===== config.mk =====
export PLATFORM = sky130hd
export DESIGN_NAME = i2c_reg_controller
export DESIGN_NICKNAME = d
export VERILOG_FILES = /design/src/rtl/i2c_reg_controller.sv
export SDC_FILE = /design/constraint.sdc
export NUM_CORES = 1
export LEC_CHECK = 0
export ABC_AREA = 1
export BUFFER_PORTS_ARGS = -buffer_cell sky130_fd_sc_hd__buf_4
export CAP_MARGIN = 10
export CORE_ASPECT_RATIO = 2
export CORE_MARGIN = 1
export CORE_UTILIZATION = 57
export CTS_CLUSTER_DIAMETER = 80
export DETAILED_ROUTE_END_ITERATION = 8
export MAX_ROUTING_LAYER = met4
export PLACE_DENSITY = 0.78
export REMOVE_ABC_BUFFERS = 1
export SYNTH_ARGS = -nofsm -noshare
export SYNTH_HDL_FRONTEND = slang
export SYNTH_SLANG_ARGS = --single-unit
export TNS_END_PERCENT = 100

===== constraint.sdc =====
create_clock -name sclk -period 7.25 [get_ports sclk]
set_input_delay 1.45 -clock sclk [delete_from_list [all_inputs] [get_ports sclk]]
set_output_delay 1.45 -clock sclk [all_outputs]
set_load 0.02 [all_outputs]

===== src/rtl/i2c_reg_controller.sv =====
// i2c_reg_controller
// Turns the byte-level event stream of an I2C slave into accesses on a small
// register file. The file is shared with internal FPGA logic, which writes it
// through the int_wr_* port.
//
// The first byte after a START sets the register pointer. Each later received
// byte is written to reg[ptr]. Each TX request returns reg[ptr]. The pointer
// auto-increments and wraps after every access.
//
// Ports:
//   sclk, rst                  clock, async active-high reset
//   i2c_start/stop             1-cycle bus condition pulses
//   i2c_rx_valid/rx_data       received byte
//   i2c_tx_req                 slave asks for the next TX byte
//   i2c_tx_data/tx_valid       TX byte, valid 1 cycle after the request
//   int_wr_en/addr/data/ack    internal write, held until acked (ack is combinational)
//   reg_flat                   register file, reg i at [8i+7:8i]
//   cmd_strobe                 per-register pulse the cycle after an I2C write
//   busy                       transaction open
//   timeout                    pulse when an idle transaction is aborted
//
// Optional macro I2C_REG_STATUS_CLEAR_EN: register NUM_REGS-1 becomes
// clear-on-read and ignores I2C writes.
module i2c_reg_controller #(
    parameter int NUM_REGS       = 16,
    parameter int TIMEOUT_CYCLES = 100000,
    localparam int AW            = $clog2(NUM_REGS)
) (
    input  logic                  sclk,
    input  logic                  rst,
    input  logic                  i2c_start,
    input  logic                  i2c_stop,
    input  logic                  i2c_rx_valid,
    input  logic [7:0]            i2c_rx_data,
    input  logic                  i2c_tx_req,
    output logic [7:0]            i2c_tx_data,
    output logic                  i2c_tx_valid,
    input  logic                  int_wr_en,
    input  logic [AW-1:0]         int_wr_addr,
    input  logic [7:0]            int_wr_data,
    output logic                  int_wr_ack,
    output logic [8*NUM_REGS-1:0] reg_flat,
    output logic [NUM_REGS-1:0]   cmd_strobe,
    output logic                  busy,
    output logic                  timeout
);
    localparam int TW = $clog2(TIMEOUT_CYCLES + 1);
    localparam logic [AW-1:0] LAST = AW'(NUM_REGS - 1);
`ifdef I2C_REG_STATUS_CLEAR_EN
    localparam bit CLR_EN = 1'b1;
`else
    localparam bit CLR_EN = 1'b0;
`endif

    typedef enum logic [1:0] {IDLE, ADDR, DATA} state_t;

    state_t                       state_q, state_d;
    logic [AW-1:0]                ptr_q, ptr_d;
    logic [NUM_REGS-1:0][7:0]     regs_q, regs_d;
    logic [7:0]                   tx_data_q, tx_data_d;
    logic                         tx_valid_q, tx_valid_d;
    logic [NUM_REGS-1:0]          strobe_q, strobe_d;
    logic                         timeout_q, timeout_d;
    logic [TW-1:0]                tocnt_q, tocnt_d;
    logic                         clr_q, clr_d;
    logic                         i2c_wr;
    logic                         active;
    logic                         evt;

    always_ff @(posedge sclk or posedge rst) begin
        if (rst) begin
            state_q    <= IDLE;
            ptr_q      <= '0;
            regs_q     <= '0;
            tx_data_q  <= '0;
            tx_valid_q <= 1'b0;
            strobe_q   <= '0;
            timeout_q  <= 1'b0;
            tocnt_q    <= '0;
            clr_q      <= 1'b0;
        end else begin
            state_q    <= state_d;
            ptr_q      <= ptr_d;
            regs_q     <= regs_d;
            tx_data_q  <= tx_data_d;
            tx_valid_q <= tx_valid_d;
            strobe_q   <= strobe_d;
            timeout_q  <= timeout_d;
            tocnt_q    <= tocnt_d;
            clr_q      <= clr_d;
        end
    end

    always_comb begin
        state_d    = state_q;
        ptr_d      = ptr_q;
        regs_d     = regs_q;
        tx_data_d  = tx_data_q;
        tx_valid_d = 1'b0;
        strobe_d   = '0;
        timeout_d  = 1'b0;
        tocnt_d    = tocnt_q;
        clr_d      = 1'b0;
        i2c_wr     = 1'b0;
        int_wr_ack = 1'b0;
        active     = (state_q != IDLE);
        evt        = i2c_start | i2c_stop | i2c_rx_valid | i2c_tx_req;

        if (i2c_rx_valid && state_q == ADDR) begin
            ptr_d   = i2c_rx_data[AW-1:0];
            state_d = DATA;
        end else if (i2c_rx_valid && state_q == DATA) begin
            // A dropped write to the status register does not occupy the
            // write port, so an internal request can still go through.
            if (!(CLR_EN && ptr_q == LAST)) begin
                regs_d[ptr_q]   = i2c_rx_data;
                strobe_d[ptr_q] = 1'b1;
                i2c_wr          = 1'b1;
            end
            ptr_d = ptr_q + 1'b1;
        end

        // regs_q is sampled here, so a same-cycle write is not yet visible.
        if (i2c_tx_req) begin
            tx_valid_d = 1'b1;
            if (active) begin
                tx_data_d = regs_q[ptr_q];
                ptr_d     = ptr_q + 1'b1;
                clr_d     = CLR_EN && (ptr_q == LAST);
            end else begin
                tx_data_d = 8'hFF;
            end
        end

        // The clear is applied before the internal write, so the internal
        // write wins when both hit the status register in the same cycle.
        if (clr_q) regs_d[LAST] = 8'h00;

        if (int_wr_en && !i2c_wr) begin
            regs_d[int_wr_addr] = int_wr_data;
            int_wr_ack          = 1'b1;
        end

        if (!active || evt) begin
            tocnt_d = '0;
        end else if (tocnt_q == TW'(TIMEOUT_CYCLES - 1)) begin
            tocnt_d   = '0;
            state_d   = IDLE;
            timeout_d = 1'b1;
        end else begin
            tocnt_d = tocnt_q + 1'b1;
        end

        // START is evaluated last so that it wins over a simultaneous STOP.
        if (i2c_stop)  state_d = IDLE;
        if (i2c_start) state_d = ADDR;
    end

    assign i2c_tx_data  = tx_data_q;
    assign i2c_tx_valid = tx_valid_q;
    assign reg_flat     = regs_q;
    assign cmd_strobe   = strobe_q;
    assign busy         = (state_q != IDLE);
    assign timeout      = timeout_q;
endmodule

# Word level (Yosys, flattened, before mapping)
# Cells that the tools add are included.
# Widths: inputs -> output; s select.
totals:
  regBits: 177
  latch_bits: 0
  mem_bits_rw: 0
  romBits: 0
  inputBits: 27
  n_memories: 0
op_classes:
  add_sub_neg: 2
  n_mul: 0
  n_div: 0
  n_lt_le_gt_ge: 4
  eq_ne: 3
  shift: 0
  n_mux: 33
  n_bitwise: 3
  reduce_logical: 9
ops:
  columns: ["cell", "n"]
  rows:
  - ["$mux 128", 3]
  - ["$bwmux 128", 2]
  - ["$demux 8 s4", 2]
  - ["$mux 17", 2]
  - ["$bmux 8 s4", 1]
  - ["$mux 16", 2]
  - ["$mux 8", 4]
  - ["$add 17x1->17 const B", 1]
  - ["$eq 17x17->1 const B", 1]
  - ["$mux 4", 4]
  - ["$lt 4x5->1 const B", 2]
  - ["$mux 2", 5]
  - ["$ge 4x1->1 const B", 2]
  - ["$mux 1", 7]
  - ["$logic_and 1x1->1", 5]
  - ["$add 4x1->4 const B", 1]
  - ["$demux 1 s4", 1]
  - ["$or 1x1->1", 3]
  - ["$eq 2x1->1 const B", 1]
  - ["$eq 2x2->1 const B", 1]
  - ["$logic_not 1->1", 2]
  - ["$reduce_bool 2->1", 1]
  - ["$logic_or 1x1->1", 1]

# Depth between registers and ports, before layout
logic_depth:
  ltp_word: 9
  depth_mapped: 12
  mapped_depth_nobuf: 9

# Worst setup path after synthesis
# Ideal clock, no wire load.
synth_timing:
  path_kind: "input-to-output"
  start: "input port i2c_rx_valid"
  end: "output port int_wr_ack"
  arrival_time_ps: 1731
  slack_ps: 4069
  path_stages: 3
  path_cell_list: "nand3_4 nand2_2 inv_4"
synth_via:
  elab_chain_len: 6
  elab_cells_between_ends: 7
  cone_classes: "3 x mux; 4 x reduce/logical"
synth_lines:
  columns: ["item", "line_no", "text"]
  rows:
  - ["start: declaration", "33", "input logic i2c_rx_valid,"]
  - ["$logic_and 1x1->1", "112", "end else if (i2c_rx_valid && state_q == DATA) begin"]
  - ["$mux 1", "112", null]
  - ["$mux 1 *", "109", "if (i2c_rx_valid && state_q == ADDR) begin"]
  - ["$logic_not 1->1 *", "139", "if (int_wr_en && !i2c_wr) begin"]
  - ["$logic_and 1x1->1 *", "139", null]
  - ["$mux 1 *", "139", null]
  - ["end: declaration", "41", "output logic int_wr_ack,"]
# Every way passes the cells marked *; elsewhere a longest branch is shown, timed or not.

# Final worst setup path
# Ends and elaborated chain as after synthesis.

==> flow_summary.toml <==
[sta]
rsz0062_at_grt = "no"
max_freq_mhz = 286
drv_slew = 0
setup_viol = 0
post-route-period-util_pct = 48.2
fin_worst_skew_ns = 0.00771
max-slew-margin-rel_pct = 36.5
final_hold_viol_count = 0
tightest_slew_ns = 0.953
fin_setup_tns_ns = 0
period_minus_slack_ns = 3.50
setup_slack_ns = 3.75

[run_status]
status = "finished clean"

[power_and_ir_drop]
ir_drop_mv = 0.228
seq_power_share_pct = 35.8
power.switching_mw = 1.60
p_leak_nw = 6.08
p_int_mw = 2.29
p_comb_share_pct = 40.1
power_density_nw_per_um2 = 329
clkPwrFrac_pct = 24.1
switching_share_pct = 41.2

[hold_path]
min_from = "tocnt_q[0]$_DFF_PP0_"
min_to = "tocnt_q[0]$_DFF_PP0_"
hp-class = "reg2reg"
min_path_cells = 1

[run]
max_cap_viol_count = 0

[setup_path]
crit_type = "in2out"
required_ns = 5.80
setup.worst_path.end_class = "output pin"
r2r_end = "reg_flat[99]$_DFF_PP0_"
r2r_setup_slack_ns = 4.61
reg2reg_from = "ptr_q[0]$_DFF_PP0_"
reg2reg_depth = 10
cp_max_fo = 5
cp.arrival_ns = 2.05
critPathLaunchType = "input port"

[layout]
fill_cells = 1476
diodes = 0
final_common_cell = "nand2_1"
layout_common_cells = "nand2_1, buf_4, dfrtp_1"
instances_no_fill = 1772
layout.nets = 1584
final_core_util_pct = 70.2
area_growth_pct = 19.4
final_cell_area_um2 = 11800
drive_above_1_share_pct = 17.1

[detailed_routing]
vias = 10100
met2WireLength_um = 16800
route.antenna.remaining_nets = 0
wl_met3_um = 2540
viasPerCell = 5.69
wl_per_cell_um = 19.2
dr.max_layer_used = "met4"
drcViolationCount = 0
first_pass_iters = 6
drt-total-wl_um = 34000
drt_iter0_drc = 756
wl_met1_um = 11700

[floorplanning]
die_x_um = 95.3
die_h_um = 189
die-area_um2 = 18000
num_rows = 67
start_util_pct = 58.8
core_area_um2 = 16800
io_pins = 183

[synth]
yosysWarningCount = 0
synth.distinct_cells = 33
netlist_area_um2 = 9910
ys_ff_latch = 177
avgSynthCellArea_um2 = 7.00
seq_area_frac_synth_pct = 44.7
postSynthCellCount = 1416

[clocking]
cts_setup_buffers = 0
clock_latency_ns = 0.43
cts.htree.levels = 4
cts_buffers = 17
cts_resized = 0
hold_buffers = 0
cts_buffer_depth = 2
cts_tree = "built"
cts_root_buf = "clkbuf_16"
clock_sinks = 177
cts.clk_slew.worst_paths_ns = 0.07

[global_route]
grt_overflow = 0
grt_max_degree = 104
grt.total_usage_pct = 40.4
grt_antenna_before_repair = 0
grt_pass1_wl_um = 51700
first_global_vias = 9585

[place]
post-place-ws_ns = 3.76
dp_hpwl_um = 23200
gp_congestion = 0.942
dp.cells = 1740
port_buffers = 182
placed_area_um2 = 11200
[registers in the layout, indices dropped and copies added (netlist names)]
| name | count |
|---|---|
| tocnt_q | 17 |
| i2c_tx_valid | 1 |
| reg_flat | 128 |
| ptr_q | 4 |
| cmd_strobe | 16 |
| state_q | 2 |
| i2c_tx_data | 8 |
| timeout | 1 |
[metrics by stage]
step / hold slack (ns) / power, mW
5_1_grt: 0.506 / 4.09
4_1_cts: 0.475 / 3.88
3_3_place_gp: 0.444 / 2.91
6_report: 0.475 / 3.90
2_1_floorplan: 0.433 / 2.27
3_5_place_dp: 0.464 / 2.94
[logic make-up (layout without fill, tap and decap cells)]
kind of cell	count (synthesis)	count (layout)	share of synthesized area, %
flops	177	177	44.7
buf+inv	251	400	10.3
xor+xnor	5	5	0.442
compound gates	294	294	15.0
fa+ha+maj	5	5	0.631
simple gates	684	684	28.9
[final cells by class]
cell class                 count  area, um^2  area share [%]
clock inverter                14         151            1.28
clock buffer                  18         439            3.71
tap                          207         259            2.19
multi-input combinational    988        4460            37.7
inverter                     181         689            5.83
timing repair buffer         187        1400            11.9
sequential                   177        4430            37.4
[layer usage]
| metal | GRT usage (%) | up-vias |
|---|---|---|
| li1 | - | 4719 |
| met3 | 5.21 | 177 |
| met5 | - | - |
| met4 | 30.1 | 0 |
| met1 | 44.9 | 4636 |
| met2 | 64.5 | 546 |
[cell usage after synthesis, drive strengths merged]
cell    instances  share of area [%]
nand2         477                 18
o21ai         276                 14
inv           180                6.9
dfrtp         177                 45
nor2          111                5.1
nand3          80                4.4
buf            38                2.2
clkbuf         32                1.2
nor3           12               0.66
a21oi          10               0.50
ha              5               0.63
nand4           3               0.25
xor2            3               0.27
a31oi           2               0.13
o211ai          2               0.15
o21a            2               0.15
o22ai           2               0.13
xnor2           2               0.18
clkinv          1              0.038
nor3b           1              0.076
[critical path, stage by stage]
cell and delay (ns):
buf_4 0.13, nand3_4 0.13, nand2_2 0.08, inv_4 0.10, buf_4 0.15
[power groups by stage]
| stage | logic, mW | registers (mW) | clock network, mW |
|---|---|---|---|
| after floorplan | 0.633 | 1.64 | 0 |
| after global placement | 1.51 | 1.41 | 0 |
| after detailed placement | 1.54 | 1.40 | 0 |
| after CTS | 1.55 | 1.39 | 0.942 |
| after global routing | 1.70 | 1.41 | 0.981 |
| final | 1.56 | 1.39 | 0.937 |
[how the worst max path moves through the flow]
stage                            start                 endpoint
after floorplan                    rst  cmd_strobe[0]$_DFF_PP0_
after global placement    i2c_rx_valid               int_wr_ack
after detailed placement  i2c_rx_valid               int_wr_ack
after CTS                 i2c_rx_valid               int_wr_ack
after global routing      i2c_rx_valid               int_wr_ack
final                     i2c_rx_valid               int_wr_ack
No activity file was read; power rests on OpenSTA's default activity.
